File: src/rtl/enc_accum_n.sv
// enc_accum_n: priority-encoded press accumulator with seven-segment readout.
// Each press of the request lines adds (index of highest pressed line + 1) to
// the count exactly once, however long the press is held.
// Build option: define ACC_SATURATE_EN to clamp the count at its maximum and
// keep overflow sticky; leave it undefined for wrapping count with a one-cycle
// overflow pulse.
module enc_accum_n #(
  parameter int unsigned N_IN   = 4,
  parameter int unsigned W      = 4,
  parameter int unsigned THRESH = 3
) (
  input  logic            clk,
  input  logic            rst,
  input  logic [N_IN-1:0] a,
  input  logic            clr,
  output logic [W-1:0]    count,
  output logic [6:0]      seg,
  output logic            out_m,
  output logic            overflow
);

  localparam int unsigned IDX_W = $clog2(N_IN);
  // Sum is wide enough for both the W+1-bit add and the largest increment.
  localparam int unsigned SUM_W = (W + 1 > IDX_W + 1) ? W + 1 : IDX_W + 1;
  localparam logic [SUM_W-1:0] MAX_CNT = SUM_W'((1 << W) - 1);

  typedef enum logic [1:0] {
    S_IDLE  = 2'd0,
    S_ACCUM = 2'd1,
    S_HELD  = 2'd2
  } state_t;

  state_t           r_state;
  state_t           w_state_nxt;
  logic [N_IN-1:0]  r_a_q;
  logic [W-1:0]     r_count;
  logic             r_overflow;
  logic [IDX_W-1:0] w_idx;
  logic [SUM_W-1:0] w_inc;
  logic [SUM_W-1:0] w_sum;
  logic             w_press;
  logic             w_accum;
  logic [3:0]       w_digit;

  // Input register; all decisions are taken from the registered copy.
  always_ff @(posedge clk) begin
    if (rst) r_a_q <= '0;
    else     r_a_q <= a;
  end

  // MSB-priority encoder; highest set line wins, zero when nothing pressed.
  always_comb begin
    w_idx = '0;
    for (int i = 0; i < N_IN; i++) begin
      if (r_a_q[i]) w_idx = IDX_W'(i);
    end
  end

  assign w_press = |r_a_q;
  assign w_inc   = SUM_W'(w_idx) + SUM_W'(1);
  assign w_sum   = SUM_W'(r_count) + w_inc;

  // FSM state register.
  always_ff @(posedge clk) begin
    if (rst) r_state <= S_IDLE;
    else     r_state <= w_state_nxt;
  end

  // FSM next state; ACCUM is the single cycle in which a press is added.
  always_comb begin
    w_state_nxt = r_state;
    w_accum     = 1'b0;
    case (r_state)
      S_IDLE: begin
        if (w_press) w_state_nxt = S_ACCUM;
      end
      S_ACCUM: begin
        w_accum     = 1'b1;
        w_state_nxt = w_press ? S_HELD : S_IDLE;
      end
      S_HELD: begin
        if (!w_press) w_state_nxt = S_IDLE;
      end
      default: w_state_nxt = S_IDLE;
    endcase
  end

`ifdef ACC_SATURATE_EN
  // Saturating accumulator; overflow stays set until clr or rst.
  always_ff @(posedge clk) begin
    if (rst || clr) begin
      r_count    <= '0;
      r_overflow <= 1'b0;
    end else if (w_accum) begin
      if (w_sum > MAX_CNT) begin
        r_count    <= MAX_CNT[W-1:0];
        r_overflow <= 1'b1;
      end else begin
        r_count    <= w_sum[W-1:0];
      end
    end
  end
`else
  // Wrapping accumulator; overflow pulses alongside the wrapped value.
  always_ff @(posedge clk) begin
    if (rst || clr) begin
      r_count    <= '0;
      r_overflow <= 1'b0;
    end else if (w_accum) begin
      r_count    <= w_sum[W-1:0];
      r_overflow <= (w_sum > MAX_CNT);
    end else begin
      r_overflow <= 1'b0;
    end
  end
`endif

  // Hex digit decode of the low nibble, active-low segments {g..a}.
  always_comb begin
    w_digit = 4'(r_count);
    case (w_digit)
      4'h0:    seg = 7'b1000000;
      4'h1:    seg = 7'b1111001;
      4'h2:    seg = 7'b0100100;
      4'h3:    seg = 7'b0110000;
      4'h4:    seg = 7'b0011001;
      4'h5:    seg = 7'b0010010;
      4'h6:    seg = 7'b0000010;
      4'h7:    seg = 7'b1111000;
      4'h8:    seg = 7'b0000000;
      4'h9:    seg = 7'b0010000;
      4'hA:    seg = 7'b0001000;
      4'hB:    seg = 7'b0000011;
      4'hC:    seg = 7'b1000110;
      4'hD:    seg = 7'b0100001;
      4'hE:    seg = 7'b0000110;
      default: seg = 7'b0001110;
    endcase
  end

  // Threshold compare; a zero threshold is always met.
  generate
    if (THRESH == 0) begin : g_thr_zero
      assign out_m = 1'b1;
    end else begin : g_thr
      assign out_m = (r_count >= W'(THRESH));
    end
  endgenerate

  assign count    = r_count;
  assign overflow = r_overflow;

endmodule

File: config.mk
export PLATFORM = sky130hd
export DESIGN_NAME = enc_accum_n
export DESIGN_NICKNAME = d
export VERILOG_FILES = /design/src/rtl/enc_accum_n.sv
export SDC_FILE = /design/constraint.sdc
export NUM_CORES = 1
export LEC_CHECK = 0
export BUFFER_PORTS_ARGS = -buffer_cell sky130_fd_sc_hd__buf_2
export CORE_MARGIN = 2
export CORE_UTILIZATION = 39
export DETAILED_ROUTE_END_ITERATION = 8
export SLEW_MARGIN = 20
export SYNTH_ARGS = -nofsm -noshare
export SYNTH_HDL_FRONTEND = slang
export SYNTH_SLANG_ARGS = --single-unit
File: constraint.sdc
create_clock -name clk -period 8.05 [get_ports clk]
set_input_delay 1.61 -clock clk [delete_from_list [all_inputs] [get_ports clk]]
set_output_delay 1.61 -clock clk [all_outputs]
set_load 0.03 [all_outputs]
=== Yosys cells after proc, flatten, opt, wreduce, memory -nomap -nowiden ===
Memories as Yosys holds them, arrays and structs flattened. A register that Yosys moved wholly into a read port is not among the register bits.
Cells that the tools add are included.

* $add $sub $neg: 2
* Magnitude comparators: 2
* Divide/modulo/power cells: 0
* Reductions and logical operators: 5
* Multiply operators: 0
* Mux-type cells: 10
* Shift-type cells: 0
* Equal/unequal tests: 4
* Bitwise gates (word level): 1

{| class="wikitable"
|+ Operators with widths
! operator !! count
|-
| 2-bit two-way mux || 5
|-
| 4-bit two-way mux || 2
|-
| 2-bit case mux with 3 select lines || 1
|-
| 4-bit by 3-bit adder with 5-bit output || 1
|-
| 5-bit by 4-bit greater-than comparator with 1-bit output (second input constant) || 1
|-
| 4-bit by 2-bit >= comparator with 1-bit output (second input constant) || 1
|-
| 2-bit inequality test (second input constant) || 2
|-
| 4-bit OR reduction || 1
|-
| 2-bit by 1-bit adder with 3-bit output (second input constant) || 1
|-
| 2-bit by 1-bit equality test with 1-bit output (second input constant) || 1
|-
| 2-bit equality test (second input constant) || 1
|-
| 2-bit zero test || 1
|-
| 1-bit two-way mux || 2
|-
| 2-bit AND reduction || 1
|-
| 2-bit OR reduction || 1
|-
| 1-bit logical OR || 1
|-
| 1-bit inverter || 1
|}

* Latch bits: 0
* Word-level logic and storage cells: 29
* ROM bits: 112
* Output and inout bits: 13
* Bits in registers: 11
* Memories kept: 1
* Memory bits (writable): 0

{| class="wikitable"
|+ Memory list
! memory !! depth !! bits a word !! read ports !! clocked after memory_dff !! write ports !! line !! text
|-
| (no name shown) || 16 || 7 || 1 || 1 || 0 || 121 || <nowiki>case (w_digit)</nowiki>
|}

=== Depth between registers and ports, before layout ===
Gate-level depths: netlist (run 1).

* Depth after elaboration: 7
* Depth in mapped cells: 11
* Depth with buffers taken out: 11

=== Worst setup path before layout (run 1) ===
Ideal clock, no wire load.

* Kind: input to register
* Start point: input rst
* End point: register seg[5] (netlist name)
* Cell stages on the path: 6
* Data required time: 7923 ps
* Slack: 4897 ps
* Setup time: 127 ps
* Data arrival time: 3026 ps
* Buffers on the path: 1
* Path through: buf_4 nor3_1 inv_1 ha_1 and3_2 or3_1

* Longest elaborated chain between the ends: 2

{| class="wikitable"
|+ RTL lines
! item !! line !! text
|-
| start: declaration || 13 || <nowiki>input logic rst,</nowiki>
|-
| 1-bit logical OR || 106 || <nowiki>if (rst || clr) begin</nowiki>
|-
| 4-bit two-way mux (no source line) || - ||
|}

No other way between the ends.
A chain may end at the register's enable or synchronous reset.

=== Worst setup path after layout (run 1) ===
* Start point: input rst
* End point: register seg[5] (netlist name)

* Longest elaborated chain between the ends: 2

{| class="wikitable"
|+ RTL lines
! item !! line
|-
| 1-bit logical OR || 106
|-
| 4-bit two-way mux (no source line) || -
|}

No other way between the ends.

==> summary.md, run 1 <==
| Metric | Value |
|---|---|
| First-pass GRT wire length | 2.601 mm |
| Worst Hold Endpoint | r_state[0] |
| Max-cap violations | 0 |
| Die width | 53.32 µm |
| Vias in the first global route | 593 |
| Post-Syn Instances | 87 |
| CTS tree | done |
| Starting Density | 0.4206 |
| Library cells used by synthesis | 35 |
| Cts bufs inserted | 3 |
| Crit path buffers/inverters | 2 |
| Largest stage delay, worst path | 0.52 ns |
| Die area | 2842 µm² |
| H-Tree Depth | 1 |
| DR pass1 iterations | 4 |
| Core area | 2255 µm² |
| Critical path endpoint category | flip-flop |
| Wire length per cell | 11.63 µm |
| Async set or reset register ratio after synthesis | 0 |
| Post-CTS Setup Bufs | 0 |
| Worst skew pair latency | 0.28 ns |
| Via density | 4.948 |
| Global-route usage over all layers | 0.1332 |
| R2r setup slk | 5.14 ns |
| CTS Buffer Depth | 2 |
| Total power | 171.8 µW |
| Setup Crit Path Kind | in -> reg |
| Crit-path slowest cell | nor3_1 |
| Clk slew on worst S/H paths | 0.10 ns |
| Final WL | 1.558 mm |
| Period utilisation layout | 0.3852 |
| Hold_sp | r_state[0] |
| WHS | 0.4955 ns |
| CP Data Required Time | 8.22 ns |
| CP cell instances | buf_2 -> nor3_1 -> inv_1 -> ha_1 -> and3_2 -> or3_1 |
| Syn avg cell area | 10.90 µm² |
| Peak Freq | 0.3225 GHz |
| TNS Setup | 0 ns |
| CP Launch Type | primary input |
| Antenna cells | 0 |
| # IOs | 20 |
| RSZ-0062 raised after global routing | false |
| Final hold violation count | 0 |
| CTS Root Cell | clkbuf_4 |
| Post-Syn Nets | 103 |
| Largest net degree at the start of global routing | 16 |
| Final setup viols | 0 |
| DP Area | 1049 µm² |
| Post-route DRC | 0 |
| Final clock skew | 0.006474 ns |
| Post-CTS Resized | 0 |
| EDFF count, synth | 0 |
| Slew headroom | 0.6060 |
| Gpl congestion | 0.7628 |
| Post-route minimum period | 3.101 ns |
| Hold Path Stages | 1 |
| Iteration-0 DRC Markers | 5 |
| Die Y | 53.32 µm |
| Post-route cell area | 1071 µm² |
| CP Max Fanout | 13 |
| Final-report max-slew violation count | 0 |
| VDD IR max | 103.3 µV |
| Run status | complete, no violations |
| # clock sinks | 18 |
| Rows | 17 |
| Critical path's top delay family | simple AND/OR/NAND/NOR gates |
| Yosys warns | 0 |
| Power per cell area | 160.4 nW/µm² |
| Worst r2r path cells | 11 |
| Hold Path Class | reg -> reg |
| Arr. time, crit path | 3.27 ns |
| Leak | 0.4792 nW |
| Area delta synth->final | 12.93% |
| Initial antenna violation count | 0 |
| Flops & latches, synth | 18 |
| Register area share after synthesis | 0.3799 |
| Post-DP HPWL | 1.227 mm |
| Nets | 124 |
| Synth Flop Type | dfxtp_1 |
| Via count | 663 |
| Slew @ Worst Pin | 0.5864 ns |
| Critical R2R Launch | r_a_q[2] |
| Number of routed nets with antenna violations | 0 |
| Syn Std Cell Area | 948.4 µm² |
| FF-to-FF End | seg[5] |
| Congestion Overflow GR | 0 |
| Number of port buffers | 19 |
| Share of layout cells above drive strength 1 | 0.3113 |
| CTS Hold Buffers Added | 0 |
==> stage by stage <==
stage,std cells,util,worst slack (ns)
after floorplan,87,-,4.897
after CTS,134,0.4750,4.969
final,134,0.4750,4.949
after global routing,134,0.4750,4.818
after global placement,131,0.4650,4.746
after detailed placement,131,0.4650,4.650
==> per-layer routing <==
metal  track usage  up-vias  wire length, µm
li1              -      346                -
met1        0.1583      299              746
met2        0.2078       16              713
met3       0.04237        2               81
met4       0.07692        0               17
met5             0        -                0
==> worst register-to-register path, delay by kind of cell (launching register included) <==
kind,cells,cell delay (ns)
muxes,1,0.09
and+or+nand+nor,3,0.94
AOI/OAI and AO/OA,1,0.17
adders and majority gates,3,0.97
buffers and inverters,3,0.29
DFF,1,0.34
==> cells by family after synthesis <==
kind of cell    synth area share
flops                     0.3800
xor+xnor                 0.01847
fa+ha+maj                 0.1267
buf+inv                  0.05541
simple gates              0.1860
mux                       0.1029
compound gates            0.1306
==> registers in the layout, indices dropped and copies added (netlist names) <==
register and cells:
overflow 1, r_state 2, seg 7, count 4, r_a_q 4
==> power breakdown <==
| group | internal [mW] | total [mW] | switching, mW |
|---|---|---|---|
| Sequential | 0.0938 | 0.0965 | 0.00270 |
| Combinational | 0.0130 | 0.0322 | 0.0192 |
| Clock | 0.0174 | 0.0431 | 0.0258 |
==> worst max-delay path by stage <==
stage               from  endpoint  slack, ns  depth (start not counted)
global route         rst    seg[5]       4.82                          6
CTS                  rst    seg[5]       4.97                          6
global placement     rst    seg[5]       4.75                          6
finish               rst    seg[5]       4.95                          6
detailed placement   rst    seg[5]       4.65                          6
floorplan            rst    seg[5]       4.90                          6
==> final cells by class <==
type / instances / area (µm²)
Timing Repair Buffer: 19 / 95.09
Multi-Input combinational cell: 60 / 535.5
Sequential cell: 18 / 360.3
Inverter: 6 / 22.52
Clock buffer: 3 / 22.52
Fill cell: 234 / 1184
Tap cell: 28 / 35.03
==> cell usage after synthesis (all sizes together) (2+ instances only) <==
cell	n	area (µm²)
ha	8	100.1
dfxtp	18	360.4
nor2b	5	31.28
nor2	6	22.52
a2111oi	2	36.29
nand2	3	11.26
nor3	5	25.02
buf	3	30.03
inv	6	22.52
a211o	2	17.52
or3	2	12.51
and3	2	13.77
and2b	2	18.77
mux2i	7	82.58
==> cells in the final DEF, fill, tap and decap left out, types with 2 or more instances in the layout <==
cell / instances
buf_2: 19
dfxtp_1: 18
ha_1: 8
mux2i_1: 6
inv_1: 6
nor2_1: 6
nor3_1: 5
nor2b_1: 5
nand2_1: 3
clkbuf_4: 3
or3_1: 2
a211o_1: 2
(Power assumes the default switching activity.)
==> run 2, diff against run 1 <==
- clock period: 8.05 -> 2.6 ns (I/O delays scaled with it)
==> run 2 against run 1 <==
  * Flip-flop and latch count unchanged
  * Routed wire length increased by 2.4%
  * Utilization increased by 1.4 points
  * Largest power group unchanged
  * First-iteration DRC count increased by 60%
  * Critical path type is now reg -> reg
==> summary.md, run 2 (synthesis results as in run 1) <==
| Metric | Value |
|---|---|
| VDD IR max | 248.5 µV (+140%) |
| Share of layout cells above drive strength 1 | 0.3486 (+0.03730) |
| Non-filler cells, final | 137 (+2.2%) |
| H-Tree Depth | 1 (unchanged) |
| Post-route cell area | 1102 µm² (+2.9%) |
| Post-route minimum period | 2.416 ns |
| Cts bufs inserted | 3 (unchanged) |
| Final WL | 1.595 mm (+2.4%) |
| Rows | 17 (unchanged) |
| Final hold violation count | 0 (unchanged) |
| Global-route usage over all layers | 0.1349 (+0.001768) |
| Final setup viols | 0 (unchanged) |
| Number of routed nets with antenna violations | 0 (unchanged) |
| Critical R2R Launch | r_a_q[2] |
| Vias in the first global route | 595 (+0.34%) |
| Clk slew on worst S/H paths | 0.10 ns (about the same) |
| DP Area | 1076 µm² (+2.6%) |
| Number of port buffers | 19 (unchanged) |
| CP Data Required Time | 2.78 ns (-5.44 ns) |
| Largest net degree at the start of global routing | 14 (-2) |
| Largest register FFs | 7 (unchanged) |
| RSZ-0062 raised after global routing | false |
| CP Max Fanout | 4 (-9) |
| Power per cell area | 489.2 nW/µm² (+210%) |
| DR pass1 iterations | 4 (unchanged) |
| Antenna cells | 0 (unchanged) |
| Most frequent cells in the layout | 19 x buf_2, 18 x dfxtp_1, 8 x ha_1, 6 x inv_1, 6 x nor2_1 |
| Critical Path Source | r_a_q[2] |
| CTS Buffer Depth | 2 (unchanged) |
| Congestion Overflow GR | 0 (unchanged) |
| Die width | 53.32 µm (unchanged) |
| Iteration-0 DRC Markers | 8 (+3) |
| Via count | 654 (-1.4%) |
| Leak | 0.4962 nW (+3.6%) |
| Placed Cells | 134 (+2.3%) |
| Wire length per cell | 11.64 µm (+0.13%) |
| Final core occ | 0.4889 (+0.01387) |
| Gpl congestion | 0.7536 (-1.2%) |
| Period utilisation layout | 0.9292 |
| Core area | 2255 µm² (unchanged) |
| Die area | 2842 µm² (unchanged) |
| Run status | complete, no violations |
| TNS Setup | 0 ns (unchanged) |
| Arr. time, crit path | 2.60 ns (-0.67 ns) |
| CTS tree | done |
| First-pass GRT wire length | 2.732 mm (+5.0%) |
| CP Launch Type | flip-flop |
| Setup Crit Path Kind | reg -> reg |
| Final-report max-slew violation count | 0 (unchanged) |
| Starting Density | 0.4206 (unchanged) |
| Post-DP HPWL | 1.165 mm (-5.0%) |
| Worst skew pair latency | 0.29 ns (about the same) |
| Critical path endpoint category | flip-flop |
| Die Y | 53.32 µm (unchanged) |
| Area delta synth->final | 16.23% |
| Most common cell after layout, fill and taps aside | buf_2 |
| Slew headroom | 0.7035 (+0.09741) |
| # IOs | 20 (unchanged) |
| # clock sinks | 18 (unchanged) |
| Post-route DRC | 0 (unchanged) |
| Peak Freq | 0.4139 GHz |
| CTS Root Cell | clkbuf_4 |
| Via density | 4.774 (-3.5%) |
| Initial antenna violation count | 0 (unchanged) |
| Hold_sp | a[1] |
| Slew @ Worst Pin | 0.4448 ns (-0.1416 ns) |
| Max-cap violations | 0 (unchanged) |
| Hold Path Class | in -> reg |
| Nets | 127 (+2.4%) |
| Post-CTS Setup Bufs | 0 (unchanged) |
| Final clock skew | 0.007349 ns (+0.0008759 ns) |
| Fill count | 229 (-2.1%) |
==> run 2: changes by cell type in the layout (fill, tap and decap cells not counted) <==
cell     previous run  this run
mux2i_1             6         5
nor3_2              0         1
nor3_1              5         4
buf_4               0         3
mux2i_2             0         1
==> run 2: critical path, stage by stage (launching register included) <==
cell and delay (ns):
dfxtp_1 0.33, inv_1 0.04, a21oi_1 0.14, ha_1 0.17, inv_1 0.05, fa_1 0.45
mux2i_2 0.20, nor3_2 0.07, buf_4 0.16, ha_1 0.23, nand2_1 0.07, nor2_1 0.05
or3_1 0.37
==> run 2: stage by stage <==
stage | hold slack, ns | power [mW] | setup slack, ns
floorplan | 0.4486 | 0.3827 | 0.1456
global placement | 0.4682 | 0.4071 | 0.2178
detailed placement | 0.4729 | 0.4086 | 0.1844
CTS | 0.4251 | 0.5484 | 0.1787
global route | 0.4380 | 0.5760 | 0.004481
finish | 0.4390 | 0.5393 | 0.1840
==> run 2: final timing paths <==
path | endpoint | slack (ns) | cells after the start
max | seg[5] | 0.18 | 12
min | r_a_q[1] | 0.44 | 2
max reg2reg | seg[5] | 0.18 | 12
min reg2reg | r_state[0] | 0.49 | 1
==> run 2: cell type report <==
type	count	area (µm²)	area share
multi-input cells	60	544.3	0.4938
flip-flops and latches	18	360.3	0.3269
repair buffers	22	117.6	0.1067
well taps	28	35.03	0.03178
clock buffers	3	22.52	0.02043
inverters	6	22.52	0.02043
==> run 2: layer usage <==
metal / vias up / GRT usage / routed length, µm
met4: 0 / 0.08974 / 19
met1: 288 / 0.2031 / 907
met5: - / 0 / 0
li1: 351 / - / -
met3: 2 / 0.02542 / 50
met2: 13 / 0.1667 / 617
==> run 2: where the power goes <==
group	internal (mW)	switching (mW)
Combinational	0.0439	0.0619
Clock	0.0538	0.0807
Sequential	0.290	0.00854
Total	0.388	0.151
==> run 2: what timing repair did <==
item / in CTS / in global routing
resized for setup: 0 / 1
hold buffers: 0 / 0
endpoints found under the hold margin: 0 / 0
endpoints found under the setup margin: 0 / 1
==> run 3, diff against run 2 <==
- CELL_PAD_IN_SITES_DETAIL_PLACEMENT: unset -> 1
- CELL_PAD_IN_SITES_GLOBAL_PLACEMENT: unset -> 1
- CORE_UTILIZATION: 39 -> 37
- PLACE_DENSITY_LB_ADDON: unset -> 0.1
==> run 3 against run 2 <==
  * Final area is 2.7% higher
  * Sequential power about the same
  * Flip-flop and latch count is the same
  * Cell count is 2.9% higher
  * Non-clock buffer count up 1
  * Routed wire length rose by 16%
  * Count of clock-buffer cells in the layout grew 1
  * Utilization fell by 2.8 points
  * Largest cell class unchanged
  * First-iteration DRC count down 25%
==> summary.md, run 3 (synthesis results as in run 1) <==
| Metric | Value |
|---|---|
| Run status | complete, no violations |
| Via count | 708 (+8.3%) |
| VDD IR max | 272.9 µV (+9.8%) |
| Final core occ | 0.4613 (-0.02764) |
| Peak Freq | 0.4051 GHz (-2.1%) |
| CTS tree | done |
| Final clock skew | 0.002893 ns (-0.004457 ns) |
| Cts bufs inserted | 3 (unchanged) |
| Hold Path Stages | 2 (unchanged) |
| Leak | 0.5083 nW (+2.4%) |
| Total power | 583.3 µW (+8.2%) |
| Die Y | 54.63 µm (+2.5%) |
| Cell mode on critical path | inv_1 |
| Worst r2r path cells | 12 (unchanged) |
| Slew @ Worst Pin | 0.4350 ns (-0.009832 ns) |
| CTS Hold Buffers Added | 0 (unchanged) |
| CP Launch Type | flip-flop |
| # clock sinks | 18 (unchanged) |
| Gpl congestion | 0.7201 (-4.4%) |
| # IOs | 20 (unchanged) |
| Crit-path slowest cell | fa_1 |
| Largest stage delay, worst path | 0.44 ns (about the same) |
| Post-route minimum period | 2.469 ns (+0.05268 ns) |
| Post-DP HPWL | 1.433 mm (+23%) |
| Slew headroom | 0.7100 (+0.006555) |
| Number of routed nets with antenna violations | 0 (unchanged) |
| Number of port buffers | 19 (unchanged) |
| Largest register FFs | 7 (unchanged) |
| Post-CTS Setup Bufs | 0 (unchanged) |
| Nets | 128 (+0.79%) |
| Wire length per cell | 13.16 µm (+13%) |
| Most frequent cells in the layout | 19 x buf_2, 18 x dfxtp_1, 7 x ha_1, 6 x inv_1, 6 x nor2_1 |
| Largest net degree at the start of global routing | 14 (unchanged) |
| CP Data Required Time | 2.78 ns (about the same) |
| Share of layout cells above drive strength 1 | 0.3784 (+0.02975) |
| CTS Root Cell | clkbuf_4 |
| Setup Crit Path Kind | reg -> reg |
| CTS Buffer Depth | 2 (unchanged) |
| Critical path endpoint category | flip-flop |
| Iteration-0 DRC Markers | 6 (-2) |
| CP cell instances | inv_1 -> a21oi_2 -> ha_2 -> inv_1 -> fa_1 -> mux2i_2 -> nor3_2 -> buf_4 -> ha_1 -> nand2_1 -> nor2_1 -> or3_1 |
| Final-report max-slew violation count | 0 (unchanged) |
| Starting Density | 0.3863 (-0.03430) |
| Period utilisation layout | 0.9495 (+0.02026) |
| CP Max Fanout | 4 (unchanged) |
| Clk slew on worst S/H paths | 0.11 ns (about the same) |
| Arr. time, crit path | 2.65 ns (+0.05 ns) |
| H-Tree Depth | 1 (unchanged) |
| DR pass1 iterations | 4 (unchanged) |
| Post-route cell area | 1132 µm² (+2.7%) |
| Power per cell area | 515.1 nW/µm² (+5.3%) |
| Vias in the first global route | 700 (+18%) |
| TNS Setup | 0 ns (unchanged) |
| Final hold violation count | 0 (unchanged) |
| Area delta synth->final | 19.39% |
| Hold Path Class | in -> reg |
| DP Area | 1086 µm² (+0.93%) |
| Via density | 5.021 (+5.2%) |
| Rows | 18 (+1) |
| Worst skew pair latency | 0.29 ns (about the same) |
| Die area | 2984 µm² (+5.0%) |
| Max-cap violations | 0 (unchanged) |
| Final setup viols | 0 (unchanged) |
| Antenna cells | 0 (unchanged) |
| WHS | 0.4331 ns (-0.005845 ns) |
| Post-route DRC | 0 (unchanged) |
| Die width | 54.63 µm (+2.5%) |
| Initial antenna violation count | 0 (unchanged) |
| First-pass GRT wire length | 3.001 mm (+9.8%) |
| Congestion Overflow GR | 0 (unchanged) |
| Post-CTS Resized | 0 (unchanged) |
| Most common cell after layout, fill and taps aside | buf_2 |
| Final WL | 1.855 mm (+16%) |
| Core area | 2455 µm² (+8.9%) |
| Global-route usage over all layers | 0.1409 (+0.005957) |
## run 3: final timing paths
| kind | startpoint | endpoint | slack [ns] |
|---|---|---|---|
| worst min register to register | r_state[0] | r_state[0] | 0.49 |
| worst min-delay path | a[0] | r_a_q[0] | 0.43 |
| worst max-delay path | r_a_q[2] | seg[5] | 0.13 |
| worst max register to register | r_a_q[2] | seg[5] | 0.13 |
## run 3: where the power goes
group / switching (mW) / internal (mW)
Clock: 0.0903 / 0.0852
Sequential: 0.00874 / 0.291
Combinational: 0.0639 / 0.0447
Total: 0.163 / 0.420
## run 3: stage by stage
step	setup slack (ns)	std cells
3_3_place_gp	0.1589	137
6_report	0.1314	141
3_5_place_dp	0.07683	137
5_1_grt	-0.002619	141
2_1_floorplan	0.1456	87
4_1_cts	0.07111	141
## run 3: final cells by class
type                    count  area [µm²]
multi-input cells          60       550.5
well taps                  30       37.54
fillers                   291        1323
repair buffers             23       125.1
flip-flops and latches     18       360.3
clock buffers               4       36.28
inverters                   6       22.52
## run 3: worst max-delay path: cells and delay by family, from the launching register on
family / cells / cell delay, ns
flip-flops: 1 / 0.35
multiplexers: 1 / 0.22
adder cells (fa/ha/maj): 3 / 0.85
AO/OA/AOI/OAI: 1 / 0.13
AND/OR/NAND/NOR: 4 / 0.57
buffers and inverters: 3 / 0.26
## run 3: metal layers
metal	track usage	wire, µm	vias up
li1	-	-	353
met1	0.1681	859	339
met2	0.2500	909	14
met3	0.02459	71	2
met4	0.05000	15	0
met5	0	0	-
